==> config.mk <==
export PLATFORM = sky130hd
export DESIGN_NAME = game_ctrl
export DESIGN_NICKNAME = d
export VERILOG_FILES = /design/src/rtl/game_pkg.sv /design/src/rtl/bcd_cnt99.sv /design/src/rtl/game_ctrl.sv
export SDC_FILE = /design/constraint.sdc
export NUM_CORES = 1
export LEC_CHECK = 0
export CELL_PAD_IN_SITES_DETAIL_PLACEMENT = 1
export CELL_PAD_IN_SITES_GLOBAL_PLACEMENT = 2
export CORE_MARGIN = 8
export CORE_UTILIZATION = 31
export CTS_BUF_LIST = sky130_fd_sc_hd__clkbuf_4 sky130_fd_sc_hd__clkbuf_8
export CTS_CLUSTER_SIZE = 8
export DETAILED_ROUTE_END_ITERATION = 6
export PLACE_DENSITY_LB_ADDON = 0.1
export SYNTH_ARGS = -nofsm -noshare
export SYNTH_HDL_FRONTEND = slang
export SYNTH_SLANG_ARGS = --single-unit
==> constraint.sdc <==
create_clock -name clk_d -period 1.9 [get_ports clk_d]
set_input_delay 0.38 -clock clk_d [delete_from_list [all_inputs] [get_ports clk_d]]
set_output_delay 0.38 -clock clk_d [all_outputs]
set_load 0.01 [all_outputs]
==> src/rtl/game_pkg.sv <==
// Shared encodings for the puzzle game controller: the game_status codes,
// the blank-tile mirror positions and the blank-move legality helper.
package game_pkg;

  typedef enum logic [1:0] {
    ST_CHOSE_BOARD  = 2'b00,
    ST_GAMING       = 2'b01,
    ST_GAME_INITIAL = 2'b10,
    ST_WINNED       = 2'b11
  } game_state_e;

  typedef enum logic [1:0] {
    BLANK_LU = 2'b00,
    BLANK_RU = 2'b01,
    BLANK_LD = 2'b10,
    BLANK_RD = 2'b11
  } blank_pos_e;

  localparam logic [1:0] SETTLE_RELOAD = 2'd3;

  typedef struct packed {
    logic       legal;
    blank_pos_e pos;
  } blank_step_t;

  // dir is one-hot: bit0 up, bit1 right, bit2 down, bit3 left
  function automatic blank_step_t blank_step(input blank_pos_e pos, input logic [3:0] dir);
    blank_step_t r;
    r.legal = 1'b0;
    r.pos   = pos;
    case (pos)
      BLANK_LU: begin
        if (dir[1])      begin r.legal = 1'b1; r.pos = BLANK_RU; end
        else if (dir[2]) begin r.legal = 1'b1; r.pos = BLANK_LD; end
      end
      BLANK_RU: begin
        if (dir[3])      begin r.legal = 1'b1; r.pos = BLANK_LU; end
        else if (dir[2]) begin r.legal = 1'b1; r.pos = BLANK_RD; end
      end
      BLANK_LD: begin
        if (dir[0])      begin r.legal = 1'b1; r.pos = BLANK_LU; end
        else if (dir[1]) begin r.legal = 1'b1; r.pos = BLANK_RD; end
      end
      default: begin
        if (dir[0])      begin r.legal = 1'b1; r.pos = BLANK_RU; end
        else if (dir[3]) begin r.legal = 1'b1; r.pos = BLANK_LD; end
      end
    endcase
    return r;
  endfunction

endpackage

==> src/rtl/bcd_cnt99.sv <==
// Two-digit BCD counter with synchronous clear, count enable and
// saturation at 99.
module bcd_cnt99 (
  input  logic       clk,
  input  logic       rst,
  input  logic       clr,
  input  logic       en,
  output logic [7:0] bcd
);

  logic [3:0] ones_q, ones_d;
  logic [3:0] tens_q, tens_d;

  always_comb begin
    ones_d = ones_q;
    tens_d = tens_q;
    if (clr) begin
      ones_d = '0;
      tens_d = '0;
    end else if (en && !(tens_q == 4'd9 && ones_q == 4'd9)) begin
      if (ones_q == 4'd9) begin
        ones_d = '0;
        tens_d = tens_q + 4'd1;
      end else begin
        ones_d = ones_q + 4'd1;
      end
    end
  end

  always_ff @(posedge clk or posedge rst) begin
    if (rst) begin
      ones_q <= '0;
      tens_q <= '0;
    end else begin
      ones_q <= ones_d;
      tens_q <= tens_d;
    end
  end

  assign bcd = {tens_q, ones_q};

endmodule

==> src/rtl/game_ctrl.sv <==
// Game flow controller: board choice, 2-cycle init, play with blank-tile
// tracking and move/second BCD counters, and the win screen.
module game_ctrl
  import game_pkg::*;
(
  input  logic       clk_d,
  input  logic       rst,
  input  logic       start_btn,
  input  logic       quit_btn,
  input  logic       confirm_btn,
  input  logic [3:0] act_btn,
  input  logic       tick_1hz,
  input  logic       win_flag,
  output logic [1:0] game_status,
  output logic [3:0] act,
  output logic       set,
  output logic [7:0] move_bcd,
  output logic [7:0] sec_bcd
);

  game_state_e state_q, state_d;
  blank_pos_e  blank_q, blank_d;
  logic [1:0]  settle_q, settle_d;
  logic        init_q, init_d;
  logic [3:0]  act_q, act_d;
  logic        set_q, set_d;
  // button history: {confirm, quit, start, act[3:0]}
  logic [6:0]  btn_q, btn_d;

  logic [6:0]  btn_rise;
  logic [3:0]  act_rise, act_sel;
  logic        start_rise, quit_rise, confirm_rise;
  logic        cnt_clr, move_en, sec_en;
  blank_step_t step;

  always_comb begin
    btn_d        = {confirm_btn, quit_btn, start_btn, act_btn};
    btn_rise     = btn_d & ~btn_q;
    act_rise     = btn_rise[3:0];
    start_rise   = btn_rise[4];
    quit_rise    = btn_rise[5];
    confirm_rise = btn_rise[6];
    // isolate the lowest rising direction bit
    act_sel      = act_rise & (~act_rise + 4'd1);
    step         = blank_step(blank_q, act_sel);

    state_d  = state_q;
    blank_d  = blank_q;
    settle_d = settle_q;
    init_d   = init_q;
    act_d    = '0;
    set_d    = 1'b0;
    cnt_clr  = 1'b0;
    move_en  = 1'b0;
    sec_en   = 1'b0;

    case (state_q)
      ST_CHOSE_BOARD: begin
        set_d = confirm_rise;
        if (start_rise) begin
          state_d  = ST_GAME_INITIAL;
          blank_d  = BLANK_LD;
          settle_d = SETTLE_RELOAD;
          init_d   = 1'b1;
          cnt_clr  = 1'b1;
        end
      end
      ST_GAME_INITIAL: begin
        if (init_q) init_d = 1'b0;
        else        state_d = ST_GAMING;
      end
      ST_GAMING: begin
        sec_en = tick_1hz;
        if (settle_q != 2'd0) settle_d = settle_q - 2'd1;
        if (act_sel != 4'd0) begin
          act_d = act_sel;
          if (step.legal) begin
            blank_d  = step.pos;
            settle_d = SETTLE_RELOAD;
            move_en  = 1'b1;
          end
        end
        if (quit_rise)                            state_d = ST_CHOSE_BOARD;
        else if (win_flag && settle_q == 2'd0)    state_d = ST_WINNED;
      end
      default: begin
        if (start_rise) state_d = ST_CHOSE_BOARD;
      end
    endcase
  end

  always_ff @(posedge clk_d or posedge rst) begin
    if (rst) begin
      state_q  <= ST_CHOSE_BOARD;
      blank_q  <= BLANK_LD;
      settle_q <= '0;
      init_q   <= 1'b0;
      act_q    <= '0;
      set_q    <= 1'b0;
      btn_q    <= '1;
    end else begin
      state_q  <= state_d;
      blank_q  <= blank_d;
      settle_q <= settle_d;
      init_q   <= init_d;
      act_q    <= act_d;
      set_q    <= set_d;
      btn_q    <= btn_d;
    end
  end

  bcd_cnt99 u_move_cnt (
    .clk (clk_d),
    .rst (rst),
    .clr (cnt_clr),
    .en  (move_en),
    .bcd (move_bcd)
  );

  bcd_cnt99 u_sec_cnt (
    .clk (clk_d),
    .rst (rst),
    .clr (cnt_clr),
    .en  (sec_en),
    .bcd (sec_bcd)
  );

  assign game_status = state_q;
  assign act         = act_q;
  assign set         = set_q;

endmodule

==> results of run 1 <==
[power by group]
| group | total (uW) | switching (uW) | internal (uW) |
|---|---|---|---|
| Clock | 613 | 268 | 345 |
| Combinational | 1300 | 630 | 667 |
| Sequential | 1030 | 137 | 894 |
| Total | 2940 | 1030 | 1910 |
[cells in the final DEF, fill, tap and decap left out, types with 4 or more instances in the layout]
cell type        count
buf_4               32
clkdlybuf4s50_1     29
dfrtp_1             26
nand2_1             16
nor2_1              16
a21oi_1             11
inv_1               10
dfstp_2              8
clkbuf_8             7
o21ai_0              6
ha_1                 6
nor3_1               5
mux2i_1              5
nand3_1              4
buf_6                4
[final timing paths]
kind / startpoint / to / cells past startpoint
setup / recovery: blank_q[0] / u_move_cnt.ones_q[0] / 7
hold / removal: act_btn[2] / btn_q[2] / 1
setup reg to reg: blank_q[0] / u_move_cnt.ones_q[0] / 7
hold reg to reg: init_q / game_status[0] / 1
max in group asynchronous: rst / btn_q[1] / 3
min in group asynchronous: rst / u_sec_cnt.ones_q[0] / 3
[synthesized netlist by cell type, types with 2 or more instances]
cell / n
dfrtp_1: 27
nand2_1: 19
nor2_1: 17
a21oi_1: 12
inv_1: 12
ha_1: 10
dfstp_2: 8
nor3_1: 8
o21ai_0: 7
mux2i_1: 5
clkbuf_1: 4
nand3_1: 4
nand2b_1: 3
o22ai_1: 3
xnor2_1: 3
a2111oi_4: 2
a211oi_1: 2
and2_1: 2
and3b_1: 2
nor2b_1: 2
o31ai_1: 2
or3_1: 2
xor2_1: 2
[area by class of cell]
class | count | area share, %
multi-input combinational | 135 | 38.6
clock buffer | 8 | 3.64
inverter | 12 | 1.67
timing repair buffer | 69 | 21.7
sequential | 35 | 31.1
tap | 75 | 3.29
[state kept, by name, indices dropped and copies added (netlist names)]
name and cells:
btn_q 7, blank_q 2, init_q 1, u_move_cnt.tens_q 4, set 1, u_sec_cnt.tens_q 4, game_status 2, act 4
settle_q 2, u_sec_cnt.ones_q 4, u_move_cnt.ones_q 4
[layer usage]
metal  track usage (%)  up-vias  share of wire [%]
met2              22.5       21                 54
met4              4.42        0                1.5
li1                  -      800                  -
met1              13.3      814                 40
met3              3.41        8                4.2
met5                 0        -                  0
[metrics by stage]
| step | hold slack (ps) | TNS, ps |
|---|---|---|
| final | 265 | -69.1 |
| after detailed placement | 526 | -5200 |
| after CTS | 349 | -449 |
| after global routing | 255 | -689 |
| after global placement | 496 | -4520 |
| after floorplan | 384 | -50.0 |
[what timing repair did]
item | CTS | global route
pin swaps | 5 | 7
cloned | 0 | 0
endpoints found under the setup margin | 12 | 12
resized for setup | 17 | 25
setup buffers | 5 | 1
[logic make-up after synthesis]
group | Yosys count | share of synthesized area [%]
flip-flops | 35 | 46.3
AO/OA/AOI/OAI | 41 | 16.9
XOR/XNOR | 5 | 2.29
adder cells (fa/ha/maj) | 10 | 6.54
buffers and inverters | 18 | 3.99
multiplexers | 5 | 2.61
AND/OR/NAND/NOR | 74 | 21.4
==> results.yml, run 1 <==
status:
  status: "finished, violations left"
  violations: "setup timing"
setup_path:
  r2r_slack_ps: -40
  start_kind: "register"
  path_delay_family: "compound AO/OA/AOI/OAI gates"
  critPathRequiredTime_ps: 2110
  cp.arrival_ps: 2150
  crit_chain: "ha_4 > inv_4 > a2111oi_4 > a2111oi_4 > or3_4 > a21oi_4 > mux2i_1"
  path_max_fanout: 4
  crit_buf_inv: 1
  endpoint_kind: "register"
  path_common_cell: "a2111oi_4"
  slowest_stage: "dfrtp_2"
  critPathKind: "reg2reg"
  max_stage_delay_ps: 430
placed_design:
  dpl.cell_count: 320
  io_buffers: 33
  placed_cell_area_sq_mm: 0.00253
  dp_hpwl_microns: 3890
  dp_slack_ps: -509
  gp_congestion: 0.876
route:
  vias_per_cell: 4.92
  wl_microns: 5150
  wl_per_cell_microns: 15.4
  drtIter0Drc: 16
  drtAntennaViolNets: 0
  vias: 1643
  drt_first_pass_iters: 4
  drc: 0
synth:
  synth_edf_count: 0
  synthArstFlopShare_pct: 100
  yosysTopAreaCell: "dfrtp_1"
  synth_seq_area_share_pct: 46.3
  synthTopCellsByArea: "dfrtp_1 (35%), dfstp_2 (11%), ha_1 (6.5%)"
  synth-main-ff-cell: "dfrtp_1"
  synth.top_cell.area_share_pct: 35.3
  synth.net_count: 209
  ys_warn_count: 0
  ys_types: 53
  syn_inst: 188
  netlist_area_sq_mm: 0.00191
  synth_area_per_cell_sq_um: 10.2
  synth-seq-cells: 35
floorplanning:
  ioPinCount: 34
  die_w_microns: 94.6
  die_h_microns: 94.6
  initial_core_util_pct: 32.1
  rows: 28
  fp.coreArea_sq_mm: 0.00596
  fp.dieArea_sq_mm: 0.00895
cells_and_area:
  drive_above_1_share_pct: 34.0
  areaGrowthSynthToFinish_pct: 48.9
  n_fill_cell: 667
  finalNetCount: 279
  register_area_sq_um: 887
  multiInputGateArea_sq_mm: 0.00110
  stdcell_area_sq_mm: 0.00285
  stdcell_count: 334
  num_antenna_cells: 0
  final_core_util_pct: 47.9
timing:
  finClkSkew_ps: 6.96
  rsz0062_at_grt: "yes"
  setup_slack_ps: -44.0
  setup_viol: 2
  max_freq_mhz: 514
  fin_crit_ps: 1940
  min_period_over_period_pct: 102
  slew_headroom_pct: 69.4
  maxSlewViolCount: 0
  finalHoldViolations: 0
  tightest_slew_ps: 459
clocking:
  numClockSinks: 35
  clock_path_buffers: 2
  htree_levels: 2
  cts-buffers-inserted: 5
  ctsHoldBuffers: 0
  clock_latency_ps: 280
  clockRootBuffer: "clkbuf_8"
  cts_tree: "built"
  cts.clk_slew.worst_paths_ps: 70
global_routing:
  grt_pass1_vias: 1769
  grt_max_degree: 36
  grt_remaining_overflow: 0
  grt_pass1_wl_microns: 8760
  grt_use_total_pct: 12.3
  antenna_found_initial: 0
min_path:
  hold_class: "in2reg"
power:
  peakVddDrop_mv: 0.404
  p_total_uw: 2940
  leakage_uw: 0.00123
  p_per_area_mw_per_mm2: 1030
job:
  drv_cap: 0
(Power assumes the default switching activity.)
==> run 2: changes to the inputs <==
--- a/config.mk
+++ b/config.mk
@@ -13,6 +13,7 @@
 export CTS_CLUSTER_SIZE = 8
 export DETAILED_ROUTE_END_ITERATION = 6
 export PLACE_DENSITY_LB_ADDON = 0.1
+export SETUP_SLACK_MARGIN = 0.05
 export SYNTH_ARGS = -nofsm -noshare
 export SYNTH_HDL_FRONTEND = slang
 export SYNTH_SLANG_ARGS = --single-unit
==> run 2 against run 1 <==
The run still ends with setup timing left. Via count grew 1.4%. Maximum frequency down 2.5%. Worst setup slack worse by 51 ps. Highest routed layer unchanged.
==> results.yml, run 2 (synthesis gave the netlist of run 1 again) <==
min_path:
  hold_class: "in2reg"
status:
  violations: "setup timing"
  status: "finished, violations left"
setup_path:
  crit_chain: "and2b_4 > a2111oi_4 > a2111oi_4 > or3_4 > a21oi_4 > mux2i_1"
  start_kind: "register"
  path_common_cell: "a2111oi_4"
  cp.arrival_ps: 2200
  critPathRequiredTime_ps: 2110
  max_stage_delay_ps: 520
  critPathKind: "reg2reg"
  slowest_stage: "dfstp_2"
  path_max_fanout: 4
  endpoint_kind: "register"
job:
  drv_cap: 0
timing:
  setup_slack_ps: -94.6
  maxSlewViolCount: 0
  setup_viol: 5
  tightest_slew_ps: 467
  finClkSkew_ps: 9.02
  min_period_over_period_pct: 105
  fin_hold_ws_ps: 270
  rsz0062_at_grt: "yes"
  max_freq_mhz: 501
  slew_headroom_pct: 68.7
  tns_ps: -139
  finalHoldViolations: 0
  fin_crit_ps: 1990
cells_and_area:
  top_register: "btn_q"
  num_antenna_cells: 0
  layout_commonest_cell: "buf_4"
  finalNetCount: 285
  mostFrequentLayoutCells: "buf_4 (38), clkdlybuf4s50_1 (29), dfrtp_1 (25), nand2_1 (17), nor2_1 (15)"
  largest_reg_flops: 7
  drive_above_1_share_pct: 35.8
  areaGrowthSynthToFinish_pct: 50.3
global_routing:
  grt_pass1_vias: 1867
  grt_remaining_overflow: 0
  antenna_found_initial: 0
  grt_use_total_pct: 12.1
  grt_pass1_wl_microns: 8680
  grt_max_degree: 36
floorplanning:
  initial_core_util_pct: 32.1
  die_w_microns: 94.6
  fp.coreArea_sq_mm: 0.00596
  ioPinCount: 34
  fp.dieArea_sq_mm: 0.00895
  die_h_microns: 94.6
  rows: 28
route:
  drtIter0Drc: 53
  vias: 1666
  wl_microns: 5210
  wl_per_cell_microns: 15.3
  drc: 0
  drtAntennaViolNets: 0
  vias_per_cell: 4.90
  drt_first_pass_iters: 3
placed_design:
  io_buffers: 33
  dp_slack_ps: -504
  gp_congestion: 0.849
  dp_hpwl_microns: 3990
clocking:
  clockRootBuffer: "clkbuf_8"
  cts.clk_slew.worst_paths_ps: 70
  cts-buffers-inserted: 5
  clock_path_buffers: 2
  clock_latency_ps: 280
  ctsHoldBuffers: 0
  cts_tree: "built"
  htree_levels: 2
  numClockSinks: 35
power:
  peakVddDrop_mv: 0.443
  p_per_area_mw_per_mm2: 1010
  leakage_uw: 0.00125
## run 2: layout make-up
| cell class | instances | area, sq um |
|---|---|---|
| Multi-Input combinational cell | 135 | 1090 |
| Clock buffer | 7 | 90.1 |
| Timing Repair Buffer | 75 | 663 |
| Fill cell | 684 | 3080 |
| Inverter | 12 | 45.0 |
| Sequential cell | 35 | 888 |
| Tap cell | 75 | 93.8 |
| Clock inverter | 1 | 5.00 |
## run 2: stage by stage
stage               power [uW]  cells  utilization (%)  area, sq um
floorplan                 1640    188                -         1920
finish                    2920    340             48.3         2880
detailed placement        2190    324             43.1         2560
global route              3120    340             48.3         2880
global placement          2140    324             43.1         2560
CTS                       2870    336             46.7         2780
## run 2: report_power, final
group          internal [uW]  total, uW  switching (uW)
Clock                    307        563             256
Combinational            692       1340             646
Sequential               896       1020             122
Total                   1890       2920            1020
## run 2: per-layer routing
layer	part of all wire, %	vias up	global-route usage, %
li1	-	810	-
met1	41	828	12.9
met2	54	21	22.5
met3	3.9	7	3.10
met4	1.5	0	4.55
met5	0	-	0
## run 2: final timing paths
kind	slack [ps]	from	endpoint	cells past startpoint
max reg2reg	-90	btn_q[1]	u_move_cnt.ones_q[0]	6
min in group asynchronous	510	rst	settle_q[0]	3
min reg2reg	530	init_q	game_status[0]	1
max	-90	btn_q[1]	u_move_cnt.ones_q[0]	6
min	270	act_btn[3]	btn_q[3]	1
max in group asynchronous	1050	rst	blank_q[1]	3
## run 2: repair_timing
action,CTS,global route
gates cloned,0,0
pin swaps,13,13
gates resized for setup,24,15
endpoints found under the setup margin,12,16
buffers inserted,4,4
## run 2: critical path: cells and delay by family, from the launching register on
family	cells	cell delay, ps
muxes	1	210
AOI/OAI and AO/OA	3	580
and+or+nand+nor	2	600
DFF	1	520
==> run 3: changes to the inputs <==
--- a/config.mk
+++ b/config.mk
@@ -5,6 +5,7 @@
 export SDC_FILE = /design/constraint.sdc
 export NUM_CORES = 1
 export LEC_CHECK = 0
+export CAP_MARGIN = 25
 export CELL_PAD_IN_SITES_DETAIL_PLACEMENT = 1
 export CELL_PAD_IN_SITES_GLOBAL_PLACEMENT = 2
 export CORE_MARGIN = 8
==> results of run 3 <==
The final DEF is identical to that of run 2; final timing and power are the same.
